==> src/rtl/vga_sync_gen_if.sv <==
// VGA sync generator bundle.
// Count-enable in, registered timing outputs back.
interface vga_sync_gen_if;
  logic       enable;
  logic [9:0] pixel_x;
  logic [9:0] pixel_y;
  logic       hsync;
  logic       vsync;
  logic       video_on;
  logic       line_end;
  logic       frame_end;
  logic [7:0] frame_count;

  modport master (
    input  enable,
    output pixel_x,
    output pixel_y,
    output hsync,
    output vsync,
    output video_on,
    output line_end,
    output frame_end,
    output frame_count
  );

  modport slave (
    output enable,
    input  pixel_x,
    input  pixel_y,
    input  hsync,
    input  vsync,
    input  video_on,
    input  line_end,
    input  frame_end,
    input  frame_count
  );
endinterface

==> src/rtl/vga_sync_gen.sv <==
// 640x480 VGA timing generator.
// All outputs registered, decoded from the next counts.
module vga_sync_gen #(
  parameter int unsigned H_VIS  = 640,
  parameter int unsigned H_FP   = 16,
  parameter int unsigned H_SYNC = 96,
  parameter int unsigned H_BP   = 48,
  parameter int unsigned V_VIS  = 480,
  parameter int unsigned V_FP   = 10,
  parameter int unsigned V_SYNC = 2,
  parameter int unsigned V_BP   = 33
) (
  input  logic           clock_25mhz,
  input  logic           reset,
  vga_sync_gen_if.master bus
);

  localparam int unsigned H_TOT =
    H_VIS + H_FP + H_SYNC + H_BP;
  localparam int unsigned V_TOT =
    V_VIS + V_FP + V_SYNC + V_BP;

  localparam logic [9:0] H_LAST = 10'(H_TOT - 1);
  localparam logic [9:0] V_LAST = 10'(V_TOT - 1);
  localparam logic [9:0] H_VEND = 10'(H_VIS - 1);
  localparam logic [9:0] V_VEND = 10'(V_VIS - 1);
  localparam logic [9:0] H_SS   = 10'(H_VIS + H_FP);
  localparam logic [9:0] H_SE   =
    10'(H_VIS + H_FP + H_SYNC - 1);
  localparam logic [9:0] V_SS   = 10'(V_VIS + V_FP);
  localparam logic [9:0] V_SE   =
    10'(V_VIS + V_FP + V_SYNC - 1);

  logic [9:0] x_q, x_d;
  logic [9:0] y_q, y_d;
  logic [7:0] fc_q, fc_d;
  logic       hs_q, hs_d;
  logic       vs_q, vs_d;
  logic       von_q, von_d;
  logic       le_q, le_d;
  logic       fe_q, fe_d;

  // Next counts; out-of-range values fall back to zero.
  always_comb begin
    x_d  = x_q + 10'd1;
    y_d  = y_q;
    fc_d = fc_q;
    if (y_q > V_LAST)
      y_d = '0;
    if (x_q >= H_LAST) begin
      x_d = '0;
      if (y_q >= V_LAST) begin
        y_d = '0;
        if (x_q == H_LAST && y_q == V_LAST)
          fc_d = fc_q + 8'd1;
      end else begin
        y_d = y_q + 10'd1;
      end
    end
  end

  // Decode timing flags from the next counts.
  always_comb begin
    hs_d  = !(x_d >= H_SS && x_d <= H_SE);
    vs_d  = !(y_d >= V_SS && y_d <= V_SE);
    von_d = (x_d <= H_VEND) && (y_d <= V_VEND);
    le_d  = (x_d == H_LAST);
    fe_d  = (x_d == H_LAST) && (y_d == V_LAST);
  end

  // State update; reset beats enable, disable holds all.
  always_ff @(posedge clock_25mhz) begin
    if (reset) begin
      x_q   <= '0;
      y_q   <= '0;
      fc_q  <= '0;
      hs_q  <= 1'b1;
      vs_q  <= 1'b1;
      von_q <= 1'b1;
      le_q  <= 1'b0;
      fe_q  <= 1'b0;
    end else if (bus.enable) begin
      x_q   <= x_d;
      y_q   <= y_d;
      fc_q  <= fc_d;
      hs_q  <= hs_d;
      vs_q  <= vs_d;
      von_q <= von_d;
      le_q  <= le_d;
      fe_q  <= fe_d;
    end
  end

  assign bus.pixel_x     = x_q;
  assign bus.pixel_y     = y_q;
  assign bus.frame_count = fc_q;
  assign bus.hsync       = hs_q;
  assign bus.vsync       = vs_q;
  assign bus.video_on    = von_q;
  assign bus.line_end    = le_q;
  assign bus.frame_end   = fe_q;

endmodule

==> src/flat_wrapper.sv <==
// flat-port wrapper written by rule: the top's interface ports become plain ports
module vga_sync_gen_flat 
#(
  parameter int unsigned H_VIS  = 640,
  parameter int unsigned H_FP   = 16,
  parameter int unsigned H_SYNC = 96,
  parameter int unsigned H_BP   = 48,
  parameter int unsigned V_VIS  = 480,
  parameter int unsigned V_FP   = 10,
  parameter int unsigned V_SYNC = 2,
  parameter int unsigned V_BP   = 33
)
  (clock_25mhz, reset, bus_enable, bus_pixel_x, bus_pixel_y, bus_hsync, bus_vsync, bus_video_on, bus_line_end, bus_frame_end, bus_frame_count);
  vga_sync_gen_if bus_i ();
  input  logic clock_25mhz;
  input  logic reset;
  input wire logic [$bits(bus_i.enable)-1:0] bus_enable;
  output wire logic [$bits(bus_i.pixel_x)-1:0] bus_pixel_x;
  output wire logic [$bits(bus_i.pixel_y)-1:0] bus_pixel_y;
  output wire logic [$bits(bus_i.hsync)-1:0] bus_hsync;
  output wire logic [$bits(bus_i.vsync)-1:0] bus_vsync;
  output wire logic [$bits(bus_i.video_on)-1:0] bus_video_on;
  output wire logic [$bits(bus_i.line_end)-1:0] bus_line_end;
  output wire logic [$bits(bus_i.frame_end)-1:0] bus_frame_end;
  output wire logic [$bits(bus_i.frame_count)-1:0] bus_frame_count;
  assign bus_i.enable = bus_enable;
  assign bus_pixel_x = bus_i.pixel_x;
  assign bus_pixel_y = bus_i.pixel_y;
  assign bus_hsync = bus_i.hsync;
  assign bus_vsync = bus_i.vsync;
  assign bus_video_on = bus_i.video_on;
  assign bus_line_end = bus_i.line_end;
  assign bus_frame_end = bus_i.frame_end;
  assign bus_frame_count = bus_i.frame_count;
  vga_sync_gen #(.H_VIS(H_VIS), .H_FP(H_FP), .H_SYNC(H_SYNC), .H_BP(H_BP), .V_VIS(V_VIS), .V_FP(V_FP), .V_SYNC(V_SYNC), .V_BP(V_BP)) u_core (.clock_25mhz(clock_25mhz), .reset(reset), .bus(bus_i));
endmodule
==> config.mk <==
export PLATFORM = sky130hd
export DESIGN_NAME = vga_sync_gen_flat
export DESIGN_NICKNAME = d
export VERILOG_FILES = /design/src/rtl/vga_sync_gen_if.sv /design/src/rtl/vga_sync_gen.sv /design/src/flat_wrapper.sv
export SDC_FILE = /design/constraint.sdc
export NUM_CORES = 1
export LEC_CHECK = 0
export CELL_PAD_IN_SITES_DETAIL_PLACEMENT = 1
export CELL_PAD_IN_SITES_GLOBAL_PLACEMENT = 1
export CORE_ASPECT_RATIO = 1.75
export CORE_UTILIZATION = 40
export CTS_BUF_LIST = sky130_fd_sc_hd__clkbuf_8
export CTS_CLUSTER_SIZE = 20
export DETAILED_ROUTE_END_ITERATION = 16
export GPL_ROUTABILITY_DRIVEN = 0
export GPL_TIMING_DRIVEN = 0
export HOLD_SLACK_MARGIN = 0.08
export PLACE_DENSITY_LB_ADDON = 0.1
export SYNTH_ARGS = -nofsm -noshare
export SYNTH_HDL_FRONTEND = slang
export SYNTH_SLANG_ARGS = --single-unit
==> constraint.sdc <==
create_clock -name clock_25mhz -period 2.9 [get_ports clock_25mhz]
set_input_delay 0.58 -clock clock_25mhz [delete_from_list [all_inputs] [get_ports clock_25mhz]]
set_output_delay 0.58 -clock clock_25mhz [all_outputs]
set_load 0.1 [all_outputs]
# --- After elaboration in Yosys (flattened, before gate mapping) ---
# Cells that the tools add are included.
classes:
  mux: 4
  reduce_logical: 8
  n_lt_le_gt_ge: 9
  n_addsub: 3
  eq_ne: 4
op_table:
  columns: ["op", "n"]
  rows:
  - ["equality test 10 bit (second input constant)", 4]
  - ["2-to-1 mux 10 bit", 4]
  - [">= comparator 10 bit (second input constant)", 3]
  - ["adder 10 x 1 -> 10 bit (second input constant)", 2]
  - ["less-or-equal comparator 10 bit (second input constant)", 2]
  - ["less-or-equal comparator 10 x 9 -> 1 bit (second input constant)", 2]
  - [">= comparator 10 x 9 -> 1 bit (second input constant)", 1]
  - ["greater-than comparator 10 bit (second input constant)", 1]
  - ["adder 8 x 1 -> 8 bit (second input constant)", 1]
  - ["logical AND 1 bit", 5]
  - ["AND reduction 4 bit", 1]
  - ["zero test 1 bit", 2]
word_totals:
  out_inout_bits: 33
  regBits: 33
  elab_cells: 36

# --- Longest topological paths before layout ---
depth:
  word_depth: 6
  ltp_mapped: 8
  ltp_nobuf: 8

# --- Worst setup path after synthesis ---
# OpenSTA, ideal clock, no wires.
synth_path:
  kind: "flip-flop to flip-flop"
  start: "register u_core.x_q[0] (netlist: u_core.bus.pixel_x[0])"
  end: "register u_core.fe_q (netlist: u_core.bus.frame_end)"
  setup_slack_ns: -0.047
  arrival_time_ns: 2.879
  n_path_buf: 0
  path_stages_with_launch: 8
  setup_ns: 0.069
  required_ns: 2.831
  path_cell_list: "dfxtp_1 -> ha_1 -> nand4_4 -> nor4b_1 -> a211o_2 -> and4bb_1 -> or4b_1 -> o21ai_1"
synth_between:
  elab_chain_cells: 4
  elab_cells_between_ends: 7
  classes_between: "add/sub: 1; order compare: 1; eq/ne: 2; mux: 2; reduce/logical: 1"
synth_rtl:
  columns: ["item", "line_no", "rtl"]
  rows:
  - ["start: declaration", "vga_sync_gen.sv:34", "logic [9:0] x_q, x_d;"]
  - ["start signal: assignment", "vga_sync_gen.sv:74", "x_q <= '0;"]
  - ["start signal: assignment", "vga_sync_gen.sv:83", "x_q <= x_d;"]
  - ["adder 10 x 1 -> 10 bit / >= comparator 10 bit (equally long branches)", "vga_sync_gen.sv:45, vga_sync_gen.sv:50", null]
  - ["2-to-1 mux 10 bit", "vga_sync_gen.sv:50", "if (x_q >= H_LAST) begin"]
  - ["equality test 10 bit", "vga_sync_gen.sv:68", "fe_d = (x_d == H_LAST) && (y_d == V_LAST);"]
  - ["logical AND 1 bit (*)", "vga_sync_gen.sv:68", null]
  - ["end signal: assignment", "vga_sync_gen.sv:81", "fe_q <= 1'b0;"]
  - ["end signal: assignment", "vga_sync_gen.sv:90", "fe_q <= fe_d;"]
  - ["end: declaration", "vga_sync_gen.sv:41", "logic fe_q, fe_d;"]
# Mark *: on every way between the ends. The rest lies on a longest branch, timed or not.
# A chain may end at the register's enable or synchronous reset.

# --- Worst setup path after layout ---
layout_path:
  start: "register u_core.x_q[3] (netlist: u_core.bus.pixel_x[3])"
  end: "output bus_pixel_x[3]"
layout_lines:
  columns: ["item", "line_no", "rtl"]
  rows:
  - ["end: declaration", "flat_wrapper.sv:18", "output wire logic [$bits(bus_i.pixel_x)-1:0] bus_pixel_x;"]
# No word-level cell between the ends.

==> impl_table.tex <==
\begin{tabular}{lr}
\hline
Metric & Value \\
\hline
\multicolumn{2}{l}{\textbf{Drt}} \\
\quad Vias per cell & 6.209 \\
\quad Initial detailed-routing violation count & 81 \\
\quad Routed length per placed instance & 19.15 µm \\
\quad Detailed Routing Iterations Pass 1 & 10 \\
\quad Final wirelength & 7048 µm \\
\quad Residual antenna-violating net count after detailed routing & 0 \\
\quad Number of vias after detailed routing & 2,285 \\
\quad Post-detailed-route DRC marker count & 2 \\
\multicolumn{2}{l}{\textbf{Global routing}} \\
\quad Wire length of the first global-routing pass & 11,500 µm \\
\quad Vias in the first global route & 2,435 \\
\quad GR Util All Layers & 25.87\% \\
\quad Global route total overflow & 0 \\
\quad Largest net degree at the start of global routing & 11 \\
\quad Initial antenna violation count & 0 \\
\multicolumn{2}{l}{\textbf{Synthesis}} \\
\quad Post-synthesis mux area share & 1.825\% \\
\quad Area share of the largest cell type after synthesis & 30.12\% \\
\quad Area share of xor/xnor cells in the synthesized design & 2.795\% \\
\quad Most area-consuming cells after synthesis & sky130\_fd\_sc\_hd\_\_dfxtp\_1, sky130\_fd\_sc\_hd\_\_nor2\_1, sky130\_fd\_sc\_hd\_\_a21oi\_1, sky130\_fd\_sc\_hd\_\_nand2\_1, sky130\_fd\_sc\_hd\_\_nand4\_4 \\
\quad Post-Syn Instances & 272 \\
\quad Area of the mapped netlist & 2193 µm² \\
\quad Sequential cell area fraction in the yosys report & 30.12\% \\
\quad Share of flip-flops with an asynchronous set or reset after synthesis & 0\% \\
\quad Post-synthesis compound-gate area fraction & 22.42\% \\
\quad Number of register bits inferred by synthesis & 33 \\
\quad Yosys cell types & 64 \\
\quad Simple-gate portion of the synthesized area & 34.51\% \\
\quad Number of synthesized flops with an enable pin & 0 \\
\quad Avg Cell Area, Syn & 8.064 µm² \\
\quad Dominant combinational cell family by area after synthesis & simple AND/OR/NAND/NOR gates \\
\quad Share of synthesized cell area in full adder, half adder and majority cells & 2.282\% \\
\quad Synthesis Warnings & 0 \\
\quad Net count of the mapped netlist & 279 \\
\quad Dominant cell type by area after synthesis & sky130\_fd\_sc\_hd\_\_dfxtp\_1 \\
\quad Most used flip-flop cell after synthesis & sky130\_fd\_sc\_hd\_\_dfxtp\_1 \\
\multicolumn{2}{l}{\textbf{STA}} \\
\quad Worst slew margin relative to its limit & 34.54\% \\
\quad \# setup viols final & 0 \\
\quad Worst clock skew on the final layout & 0.01281 ns \\
\quad Max Clk Rate & 372.1 MHz \\
\quad Final Slew Violations & 0 \\
\quad Hold violation count in the final report & 0 \\
\quad Actual slew at the worst max-slew pin & 0.9788 ns \\
\quad Share of the clock period used by the worst path after layout & 92.68\% \\
\quad Total Neg Setup Slack & 0 ns \\
\quad Setup repair after global routing missed its margin & false \\
\quad Time the final worst path needs with I/O delays and setup & 2.688 ns \\
\multicolumn{2}{l}{\textbf{Clock network}} \\
\quad Buffer depth of the longest clock path & 2 \\
\quad Clock-pin slew on the worst setup and hold paths & 0.08 ns \\
\quad Post-cts hold buffer count & 0 \\
\quad Setup repair bufs after CTS & 0 \\
\quad Clock insertion delay at the later pin of the skew report & 0.29 ns \\
\quad TritonCTS buffer count & 5 \\
\quad Total clock sinks & 33 \\
\quad CTS tree & built \\
\quad H-tree depth reported by CTS & 2 \\
\quad Number of gates resized after cts & 0 \\
\quad Clock root buffer & sky130\_fd\_sc\_hd\_\_clkbuf\_8 \\
\multicolumn{2}{l}{\textbf{Worst setup path}} \\
\quad Startpoint kind of the worst setup timing path & register \\
\quad Critical path fanouts, max & 9 \\
\quad Classification of the worst setup path & reg2out \\
\quad Critical Path Slowest Stage Cell & sky130\_fd\_sc\_hd\_\_clkdlybuf4s50\_1 \\
\quad Critical path's largest stage delay & 1.22 ns \\
\quad CP cell instances & clkdlybuf4s50\_1 \\
\quad Critical path endpoint category & output port \\
\quad Critical path data arrival time & 2.11 ns \\
\quad Required @ worst endpoint & 2.32 ns \\
\quad Family of cells with the greatest summed delay on the critical path & buffers and inverters \\
\quad Critical path buffers and inverters & 1 \\
\multicolumn{2}{l}{\textbf{Power and ir drop}} \\
\quad Leakage dissipation & 0.9788 nW \\
\quad Power per Cell Area & 408.4 nW/µm² \\
\quad Maximum vdd ir drop & 0.2739 mV \\
\quad Post-layout total power & 1.107 mW \\
\multicolumn{2}{l}{\textbf{Layout}} \\
\quad Final Util & 51.60\% \\
\quad Sequential standard cell area & 663.1 µm² \\
\quad Antenna diode count & 0 \\
\quad Area of the multi-input gates & 1400 µm² \\
\quad Share of final-layout standard cells stronger than drive strength 1 & 12.14\% \\
\quad Finished Cell Area & 2711 µm² \\
\quad Filler Cell Count & 655 \\
\quad Synth-to-Final Area Change & 23.62\% \\
\quad Number of nets in the finished design & 319 \\
\multicolumn{2}{l}{\textbf{Worst hold path}} \\
\quad Type of the worst min-delay path & reg2reg \\
\multicolumn{2}{l}{\textbf{Outcome}} \\
\quad Outcome & finished with violations \\
\quad Violations in the final reports & DRC \\
\multicolumn{2}{l}{\textbf{Run}} \\
\quad Max-Cap Viols & 0 \\
\multicolumn{2}{l}{\textbf{Floorplanning}} \\
\quad Boundary Pins & 36 \\
\quad Vertical die dimension & 99.96 µm \\
\quad Floorplan core area & 5255 µm² \\
\quad Die width & 57.98 µm \\
\quad Std-Cell Rows & 35 \\
\quad Initial standard-cell utilization of the core & 41.74\% \\
\quad Die ar. & 5795 µm² \\
\multicolumn{2}{l}{\textbf{Place}} \\
\quad Post-DP HPWL & 5374 µm \\
\quad Count of buffers from port buffering & 33 \\
\quad Placement Cell Area & 2595 µm² \\
\hline
\end{tabular}
==> layout by cell type (no fill, tap or decap), types with 3 or more instances in the layout <==
cell type,n
sky130_fd_sc_hd__mux2i_1,4
sky130_fd_sc_hd__xor2_1,6
sky130_fd_sc_hd__nand2_1,25
sky130_fd_sc_hd__a211oi_1,7
sky130_fd_sc_hd__nand4_1,7
sky130_fd_sc_hd__nor3_1,9
sky130_fd_sc_hd__o31ai_1,3
sky130_fd_sc_hd__buf_6,3
sky130_fd_sc_hd__and2_1,4
sky130_fd_sc_hd__buf_2,7
sky130_fd_sc_hd__inv_1,9
sky130_fd_sc_hd__nand4_4,4
sky130_fd_sc_hd__or3_1,7
sky130_fd_sc_hd__o21ai_0,7
sky130_fd_sc_hd__clkbuf_1,6
sky130_fd_sc_hd__nand3_1,10
sky130_fd_sc_hd__nor2_1,38
sky130_fd_sc_hd__ha_1,4
sky130_fd_sc_hd__clkbuf_8,6
sky130_fd_sc_hd__a31oi_1,6
sky130_fd_sc_hd__clkdlybuf4s50_1,33
sky130_fd_sc_hd__a21oi_1,21
sky130_fd_sc_hd__dfxtp_1,31
sky130_fd_sc_hd__o211ai_1,3
==> area by class of cell <==
class	instances	share of cell area [%]
clock inverters	2	1.246
inverters	8	1.108
flip-flops and latches	33	24.46
well taps	55	2.538
multi-input cells	213	51.64
clock buffers	6	3.046
plain buffers	18	3.784
repair buffers	33	12.18
==> cells by family after synthesis <==
family / after synthesis
AO/OA/AOI/OAI: 71
AND/OR/NAND/NOR: 127
adder cells (fa/ha/maj): 4
XOR/XNOR: 7
multiplexers: 4
buffers and inverters: 26
flip-flops: 33
==> metrics by stage <==
| stage | std cells | setup slack [ns] | hold WS [ns] |
|---|---|---|---|
| after floorplan | 272 | 0.03672 | 0.7293 |
| after global placement | 360 | 0.4747 | 0.4441 |
| after detailed placement | 360 | 0.4639 | 0.4508 |
| after CTS | 368 | 0.2150 | 0.4612 |
| after global routing | 368 | 0.1705 | 0.4951 |
| final | 368 | 0.2122 | 0.4585 |
==> power breakdown <==
group          switching [mW]  internal [mW]
clock                   0.179          0.277
sequential             0.0167          0.463
combinational           0.129         0.0425
==> synth_stat cells (7+ instances only) <==
master                     count
sky130_fd_sc_hd__nor2_1       38
sky130_fd_sc_hd__dfxtp_1      33
sky130_fd_sc_hd__nand2_1      25
sky130_fd_sc_hd__a21oi_1      21
sky130_fd_sc_hd__nand3_1      10
sky130_fd_sc_hd__nor3_1        9
sky130_fd_sc_hd__inv_1         8
sky130_fd_sc_hd__a211oi_1      7
sky130_fd_sc_hd__buf_2         7
sky130_fd_sc_hd__nand4_1       7
sky130_fd_sc_hd__o21ai_0       7
sky130_fd_sc_hd__or3_1         7
==> path summary, 6_finish.rpt <==
kind,to,start,slack [ns],cells after the start
min,u_core.bus.frame_end,u_core.bus.frame_end,0.46,2
min reg2reg,u_core.bus.frame_end,u_core.bus.frame_end,0.46,2
max reg2reg,u_core.bus.frame_end,u_core.bus.pixel_y[0],0.47,8
max,bus_pixel_x[3],u_core.bus.pixel_x[3],0.21,1
==> sequential cells by signal (all words and copies together), names as in the netlist <==
| register | cells |
|---|---|
| u_core.bus.frame_count | 8 |
| u_core.bus.frame_end | 1 |
| u_core.bus.hsync | 1 |
| u_core.bus.line_end | 1 |
| u_core.bus.pixel_x | 10 |
| u_core.bus.pixel_y | 10 |
| u_core.bus.video_on | 1 |
| u_core.bus.vsync | 1 |
==> worst reg2reg max path: cells and delay by family (launching register included) <==
| kind | cells | cell delay [ns] |
|---|---|---|
| compound gates | 3 | 0.58 |
| fa+ha+maj | 1 | 0.24 |
| buf+inv | 1 | 0.12 |
| flops | 1 | 0.56 |
| simple gates | 3 | 0.88 |
==> metal layers <==
| metal | vias up | part of all wire, % | GRT usage (%) |
|---|---|---|---|
| met3 | 24 | 3.2 | 4.253 |
| met4 | 0 | 4.1 | 15.20 |
| met5 | - | 0 | 0 |
| li1 | 1080 | - | - |
| met2 | 64 | 56 | 50.04 |
| met1 | 1117 | 36 | 24.24 |
(Power assumes the default switching activity.)
